**src/rtl/sync_pkg.sv**
```systemverilog
// Shared types and Gray helpers for the FIFO pointer synchronisers.
// Gray check logic is compiled in only when SYNC_GRAY_CHECK_EN is defined.
package sync_pkg;

  localparam int SYNC_STAGES_MIN = 2;
  localparam int SYNC_STAGES_MAX = 4;
  localparam int GRAY_W_MAX      = 32;

  typedef enum logic {
    WARMUP = 1'b0,
    READY  = 1'b1
  } sync_state_t;

  // Callers zero-extend to GRAY_W_MAX; w is the meaningful width.
  function automatic logic [GRAY_W_MAX-1:0] gray2bin(
    input logic [GRAY_W_MAX-1:0] g,
    input int                    w
  );
    logic [GRAY_W_MAX-1:0] b;
    b = g;
    for (int i = GRAY_W_MAX - 2; i >= 0; i--) begin
      b[i] = b[i+1] ^ g[i];
    end
    for (int i = 0; i < GRAY_W_MAX; i++) begin
      if (i >= w) b[i] = 1'b0;
    end
    return b;
  endfunction

  function automatic logic [GRAY_W_MAX-1:0] bin2gray(
    input logic [GRAY_W_MAX-1:0] b,
    input int                    w
  );
    logic [GRAY_W_MAX-1:0] g;
    g = b ^ (b >> 1);
    for (int i = 0; i < GRAY_W_MAX; i++) begin
      if (i >= w) g[i] = 1'b0;
    end
    return g;
  endfunction

endpackage

```
**src/rtl/sync_chain.sv**
```systemverilog
// Generic multi-flop synchroniser chain, async active-high reset.
// Pure flops: no logic between stages.
module sync_chain #(
  parameter int WIDTH  = 1,
  parameter int STAGES = 2
) (
  input  logic             clk,
  input  logic             rst,
  input  logic [WIDTH-1:0] d,
  output logic [WIDTH-1:0] q
);

  if (STAGES < 1) begin : g_bad_stages
    $error("sync_chain: STAGES must be >= 1");
  end

  logic [WIDTH-1:0] ff [STAGES];

  always_ff @(posedge clk or posedge rst) begin
    if (rst) begin
      for (int i = 0; i < STAGES; i++) begin
        ff[i] <= '0;
      end
    end else begin
      ff[0] <= d;
      for (int i = 1; i < STAGES; i++) begin
        ff[i] <= ff[i-1];
      end
    end
  end

  assign q = ff[STAGES-1];

endmodule

```
**src/rtl/sync_r2w_gray.sv**
```systemverilog
// Read-to-write Gray pointer synchroniser with level/full flags.
// Define SYNC_GRAY_CHECK_EN to build the sticky gray_err checker.
module sync_r2w_gray
  import sync_pkg::*;
#(
  parameter int DEPTH       = 8,
  parameter int SYNC_STAGES = 2,
  parameter int AFULL_LVL   = DEPTH - 2
) (
  input  logic                   w_clk,
  input  logic                   rst,
  input  logic [$clog2(DEPTH):0] rptr_gray,
  input  logic [$clog2(DEPTH):0] wptr_bin,
  output logic [$clog2(DEPTH):0] rptr_bin_sync,
  output logic [$clog2(DEPTH):0] wlevel,
  output logic                   wfull,
  output logic                   walmost_full,
  output logic                   sync_ready,
  output logic                   gray_err
);

  localparam int ADDR_W = $clog2(DEPTH);
  localparam int PW     = ADDR_W + 1;
  localparam int CW     = $clog2(SYNC_STAGES + 2);

  if (SYNC_STAGES < SYNC_STAGES_MIN ||
      SYNC_STAGES > SYNC_STAGES_MAX) begin : g_bad_stages
    $error("sync_r2w_gray: SYNC_STAGES out of range");
  end
  if (DEPTH < 2 || (DEPTH & (DEPTH - 1)) != 0) begin : g_bad_depth
    $error("sync_r2w_gray: DEPTH must be a power of two >= 2");
  end
  if (AFULL_LVL < 1 || AFULL_LVL > DEPTH) begin : g_bad_afull
    $error("sync_r2w_gray: AFULL_LVL out of range");
  end
  if (PW > GRAY_W_MAX) begin : g_bad_width
    $error("sync_r2w_gray: pointer too wide");
  end

  logic [PW-1:0] sync_out;
  logic [PW-1:0] rptr_bin_d;
  logic [PW-1:0] rptr_bin_q;
  sync_state_t   state;
  sync_state_t   state_d;
  logic [CW-1:0] count;
  logic [CW-1:0] count_d;

  sync_chain #(
    .WIDTH  (PW),
    .STAGES (SYNC_STAGES)
  ) u_chain (
    .clk (w_clk),
    .rst (rst),
    .d   (rptr_gray),
    .q   (sync_out)
  );

  assign rptr_bin_d =
    PW'(gray2bin(GRAY_W_MAX'(sync_out), PW));

  always_ff @(posedge w_clk or posedge rst) begin
    if (rst) begin
      rptr_bin_q <= '0;
    end else begin
      rptr_bin_q <= rptr_bin_d;
    end
  end

  // Warm-up: hold flags asserted until the chain holds real samples.
  always_ff @(posedge w_clk or posedge rst) begin
    if (rst) begin
      state <= WARMUP;
      count <= '0;
    end else begin
      state <= state_d;
      count <= count_d;
    end
  end

  always_comb begin
    state_d = state;
    count_d = count;
    unique case (state)
      WARMUP: begin
        if (count == CW'(SYNC_STAGES)) begin
          state_d = READY;
        end else begin
          count_d = count + 1'b1;
        end
      end
      READY: begin
        state_d = READY;
      end
    endcase
  end

  assign sync_ready    = (state == READY);
  assign rptr_bin_sync = rptr_bin_q;
  assign wlevel        = wptr_bin - rptr_bin_q;
  assign wfull         = !sync_ready ||
                         (wlevel == PW'(DEPTH));
  assign walmost_full  = !sync_ready ||
                         (wlevel >= PW'(AFULL_LVL));

`ifdef SYNC_GRAY_CHECK_EN
  logic [PW-1:0] prev;
  logic [PW-1:0] diff;
  logic          multi_bit;
  logic          over_lvl;
  logic          err_q;

  assign diff      = prev ^ sync_out;
  assign multi_bit = (diff & (diff - 1'b1)) != '0;
  assign over_lvl  = wlevel > PW'(DEPTH);

  always_ff @(posedge w_clk or posedge rst) begin
    if (rst) begin
      prev  <= '0;
      err_q <= 1'b0;
    end else begin
      prev <= sync_out;
      if (sync_ready && (multi_bit || over_lvl)) begin
        err_q <= 1'b1;
      end
    end
  end

  assign gray_err = err_q;
`else
  assign gray_err = 1'b0;
`endif

endmodule

```
**config.mk**
```make
export PLATFORM = sky130hd
export DESIGN_NAME = sync_r2w_gray
export DESIGN_NICKNAME = d
export VERILOG_FILES = /design/src/rtl/sync_pkg.sv /design/src/rtl/sync_chain.sv /design/src/rtl/sync_r2w_gray.sv
export SDC_FILE = /design/constraint.sdc
export NUM_CORES = 1
export LEC_CHECK = 0
export BUFFER_PORTS_ARGS = -buffer_cell sky130_fd_sc_hd__buf_2
export CAP_MARGIN = 20
export CORE_UTILIZATION = 28
export CTS_CLUSTER_SIZE = 12
export DETAILED_ROUTE_END_ITERATION = 8
export PLACE_DENSITY = 0.54
export SYNTH_ARGS = -nofsm -noshare
export SYNTH_HDL_FRONTEND = slang
export SYNTH_SLANG_ARGS = --single-unit
```
**constraint.sdc**
```tcl
create_clock -name w_clk -period 1.9 [get_ports w_clk]
set_input_delay 0.095 -clock w_clk [delete_from_list [all_inputs] [get_ports w_clk]]
set_output_delay 0.095 -clock w_clk [all_outputs]
set_load 0.1 [all_outputs]
```
# Word-level counts from Yosys, hierarchy flattened

Index checks and enable logic that the tools add are counted.

Multiplexer cells: 2
Equality and inequality tests: 2
Add/sub/neg operators: 2
Reduce and logical (&&, ||, !) cells: 4
Bitwise operators: 5
Magnitude comparators: 1

Operators by type and width:

| kind                                                                                 | count |
|---|---|
| 4-bit == test (second input constant)                                                | 1 |
| 4-bit by 3-bit greater-or-equal comparator with 1-bit output (second input constant) | 1 |
| 4-bit subtractor                                                                     | 1 |
| 1-bit bitwise XOR                                                                    | 3 |
| 2-bit by 1-bit adder with 2-bit output (second input constant)                       | 1 |
| 2-bit == test (second input constant)                                                | 1 |
| 1-bit logical OR                                                                     | 2 |
| 1-bit NOT                                                                            | 2 |
| 1-bit one-hot mux with 2 select lines                                                | 1 |
| 2-bit AND reduction                                                                  | 1 |
| 1-bit zero test                                                                      | 1 |
| 1-bit two-way mux                                                                    | 1 |

Output and inout bits: 12
Register bits after elaboration: 15
Bits of input ports: 10
Logic and storage cells: 21

# Logic depth before layout (Yosys ltp)

Depth after elaboration: 3
Mapped depth: 7
Mapped depth without buffers: 7

# By module

Synthesis repeated with hierarchy kept, for this count alone.

Cell total of the unflattened synthesis: 53
Area, all modules: 641.9 um^2

Modules (own cells, without submodules):

| module        | area an instance (um^2) | instances | sequential area each (um^2) | cells each |
|---|---|---|---|---|
| sync_r2w_gray | 407.9                   | 1         | 175.2                       | 40 |
| sync_chain    | 234.0                   | 1         | 200.2                       | 13 |

# Worst setup path after synthesis

OpenSTA, ideal clock, no wires.

Kind: register to output
Start: register rptr_bin_q[0], in the netlist rptr_bin_sync[0]
End: output wfull
Required time: 1805 ps
Stages on the path, launching flop included: 6
Buffers on the path: 0
Setup slack: -3656 ps
Arrival time: 5461 ps
Cell sequence: dfrtp_1 ha_1 inv_1 fa_1 nand2b_1 o41ai_1

Longest elaborated chain between the ends: 3

Ends and longest elaborated chain:

| item                   | RTL line             | source |
|---|---|---|
| start, declared        | sync_r2w_gray.sv:42  | `logic [PW-1:0] rptr_bin_q;` |
| start signal, assigned | sync_r2w_gray.sv:65  | `rptr_bin_q <= rptr_bin_d;` |
| 4-bit subtractor       | sync_r2w_gray.sv:99  | `assign wlevel = wptr_bin - rptr_bin_q;` |
| net wlevel[1]          | sync_r2w_gray.sv:15  | `output logic [$clog2(DEPTH):0] wlevel,` |
| 4-bit == test          | sync_r2w_gray.sv:101 | `(wlevel == PW'(DEPTH));` |
| 1-bit logical OR       | sync_r2w_gray.sv:100 | `assign wfull = !sync_ready \|\|` |
| end, declared          | sync_r2w_gray.sv:16  | `output logic wfull,` |

The timed path passes the listed nets, and every way through them passes these cells.

# Final worst setup path

Start: register rptr_bin_q[0], in the netlist rptr_bin_sync[0]
End: output wfull

Longest elaborated chain between the ends: 3

Ends and longest elaborated chain:

| item             | RTL line |
|---|---|
| 4-bit subtractor | sync_r2w_gray.sv:99 |
| 4-bit == test    | sync_r2w_gray.sv:101 |
| 1-bit logical OR | sync_r2w_gray.sv:100 |

Every way passes these cells.

==> results.toml <==
[status]
outcome = "complete, but fails checks"
violations = "negative setup slack"

[synth]
synthAdderAreaFrac_pct = 11.6
synthTopCellsByArea = "dfrtp_1 62%, ha_1 8.3%, xor2_1 7.2%"
yosys.area_share.simple_pct = 5.79
synth_top_area_share_pct = 62.0
netlist_area_um2 = 606
synth_top_family_by_area = "adder cells"
ys_seq_area_share_pct = 62.0
synth_compound_area_share_pct = 5.17
syn_avg_cell_area_um2 = 12.6
synthCells = 48
ys_warn_count = 0
syn_nets = 63
synth.area.mux_share_pct = 0
synth_xor_area_share_pct = 8.68
yosysTopAreaCell = "dfrtp_1"
synth-seq-cells = 15
ys_types = 16

[placed_design]
dpl.hpwl_um = 774
gp_congestion = 0.695
portBuffers = 20

[cts]
cts-buffers-inserted = 3
cts_tree = "built"
clk_latency_ns = 0.27
cts.path.max_buffers = 2
clkTransAtPathRegs_ns = 0.08
htreeDepth = 1
cts_root_buffer = "clkbuf_4"
cts.sinks = 15

[route]
num_vias = 430
post_drt_wl_per_cell_um = 9.11
vias_per_cell = 4.06
firstDrtPassIters = 2
postRouteWirelength_um = 966
drtIter0Drc = 1
drc = 0
antenna_left = 0

[finish]
final_common_cell = "buf_2"
layout-drive-gt1-share_pct = 54.4
fill_cells = 169
mostFrequentLayoutCells = "15 x buf_2, 11 x dfrtp_1, 6 x inv_1"
n_antenna_cell = 0
ff_latch_area_um2 = 388
area_growth_pct = 69.2
nNetsFinal = 95
multiInputGateArea_um2 = 295

[timing]
fmax_ghz = 0.471
fin_crit_ns = 2.12
skew_ns = 0.00138
tightest_slew_ns = 0.540
period_share_pct = 112
drv_slew = 0
setup_viol = 2
hold_viol_final = 0
slew_headroom_pct = 64.0
fin_setup_tns_ns = -0.352
worst_slack_ns = -0.222
rsz0062_at_grt = "yes"

[job]
cap_violations = 0

[setup_path]
r2r_setup_slack_ns = 0.86
path_max_fanout = 2
worstSetupPathType = "register to output port"
crit_family = "adder cells"
cp.required_ns = 1.80
cpMaxStageDelayCell = "dfrtp_4"
max_stage_delay_ns = 0.49
path_cells = "ha_4, inv_2, fa_2, nand2b_4, o41ai_4, buf_12"
cp.buffers_inverters = 2
end_kind = "output port"
cp-start-kind = "register"
arrival_ns = 2.03

[global_route]
grt_pass1_vias = 466
grt_overflow_total = 0
antenna_found_initial = 0
grt_first_pass_wirelength_um = 1800
grt_usage_pct = 10.3
grt_max_degree = 16

[die]
die_h_um = 48.5
pin_count = 22
coreArea_um2 = 2000
die-width_um = 48.5
start_util_pct = 30.3
die_area_um2 = 2350
rows = 16

[pwr]
power_density_nw_per_um2 = 1220
p_leak_nw = 0.459
p_total_mw = 1.25
peakVddDrop_mv = 0.676

[worst_hold_path]
hold_class = "register to register"
report_power, final:
group	leakage, nW	switching, mW	internal [mW]
sequential	0.168	0.0105	0.345
combinational	0.276	0.485	0.244
clock	0.0150	0.0864	0.0811
timing repair:
action,CTS,global route
endpoints found under the hold margin,19,0
buffers inserted,0,0
pin swaps,3,1
gates resized for setup,3,3
setup endpoints to repair,3,3
hold buffers,5,0
registers in the layout (all words and copies together) (netlist names):
signal	count
sync_ready	1
rptr_bin_sync	4
count	2
u_chain.ff	4
u_chain.q	4
final cells by class:
type | instances | share of cell area, %
Clock buffer | 4 | 2.56
Multi-Input combinational cell | 24 | 28.8
Sequential cell | 15 | 37.9
Inverter | 8 | 2.93
Tap cell | 27 | 3.30
Timing Repair Buffer | 28 | 24.5
Yosys cell counts:
| cell type | count |
|---|---|
| dfrtp_1 | 15 |
| inv_1 | 8 |
| xor2_1 | 5 |
| ha_1 | 4 |
| a21oi_1 | 3 |
| nor2_1 | 3 |
| and3_1 | 1 |
| buf_4 | 1 |
| conb_1 | 1 |
| fa_1 | 1 |
| nand2_1 | 1 |
| nand2b_1 | 1 |
| nand3b_1 | 1 |
| o211ai_1 | 1 |
| o41ai_1 | 1 |
| xnor2_1 | 1 |
cells by family (layout without fill, tap and decap cells):
kind of cell	Yosys count	in the layout
adder cells (fa/ha/maj)	5	5
XOR/XNOR	6	6
other	1	1
buffers and inverters	9	40
flip-flops	15	15
AND/OR/NAND/NOR	7	7
AO/OA/AOI/OAI	5	5
path summary, 6_finish.rpt:
check,end,start,depth (start not counted)
max in group asynchronous,rptr_bin_sync[2],rst,3
worst min-delay path,u_chain.q[2],u_chain.ff[6],0
min in group asynchronous,rptr_bin_sync[1],rst,3
worst max-delay path,wfull,rptr_bin_sync[0],6
worst max register to register,rptr_bin_sync[0],u_chain.q[3],3
worst min register to register,u_chain.q[2],u_chain.ff[6],0
per-stage QoR:
| stage | std cells | area (um^2) | util, % | hold slack (ns) | setup slack [ns] |
|---|---|---|---|---|---|
| final | 106 | 1020 | 51.2 | 0.354 | -0.222 |
| after global routing | 106 | 1020 | 51.2 | 0.361 | -0.299 |
| after detailed placement | 97 | 923 | 46.1 | 0.165 | -0.00746 |
| after floorplan | 48 | 699 | - | -0.00353 | -1.11 |
| after CTS | 106 | 1010 | 50.4 | 0.358 | -0.247 |
| after global placement | 97 | 923 | 46.1 | 0.162 | 0.00260 |
routing by layer:
layer	share of wire, %	track usage (%)	wire length, um
met5	0	0	0
met3	5.1	2.20	49
met1	38	9.15	369
met2	55	20.0	531
met4	1.7	7.35	16
Power figures use the tool's default switching activity.
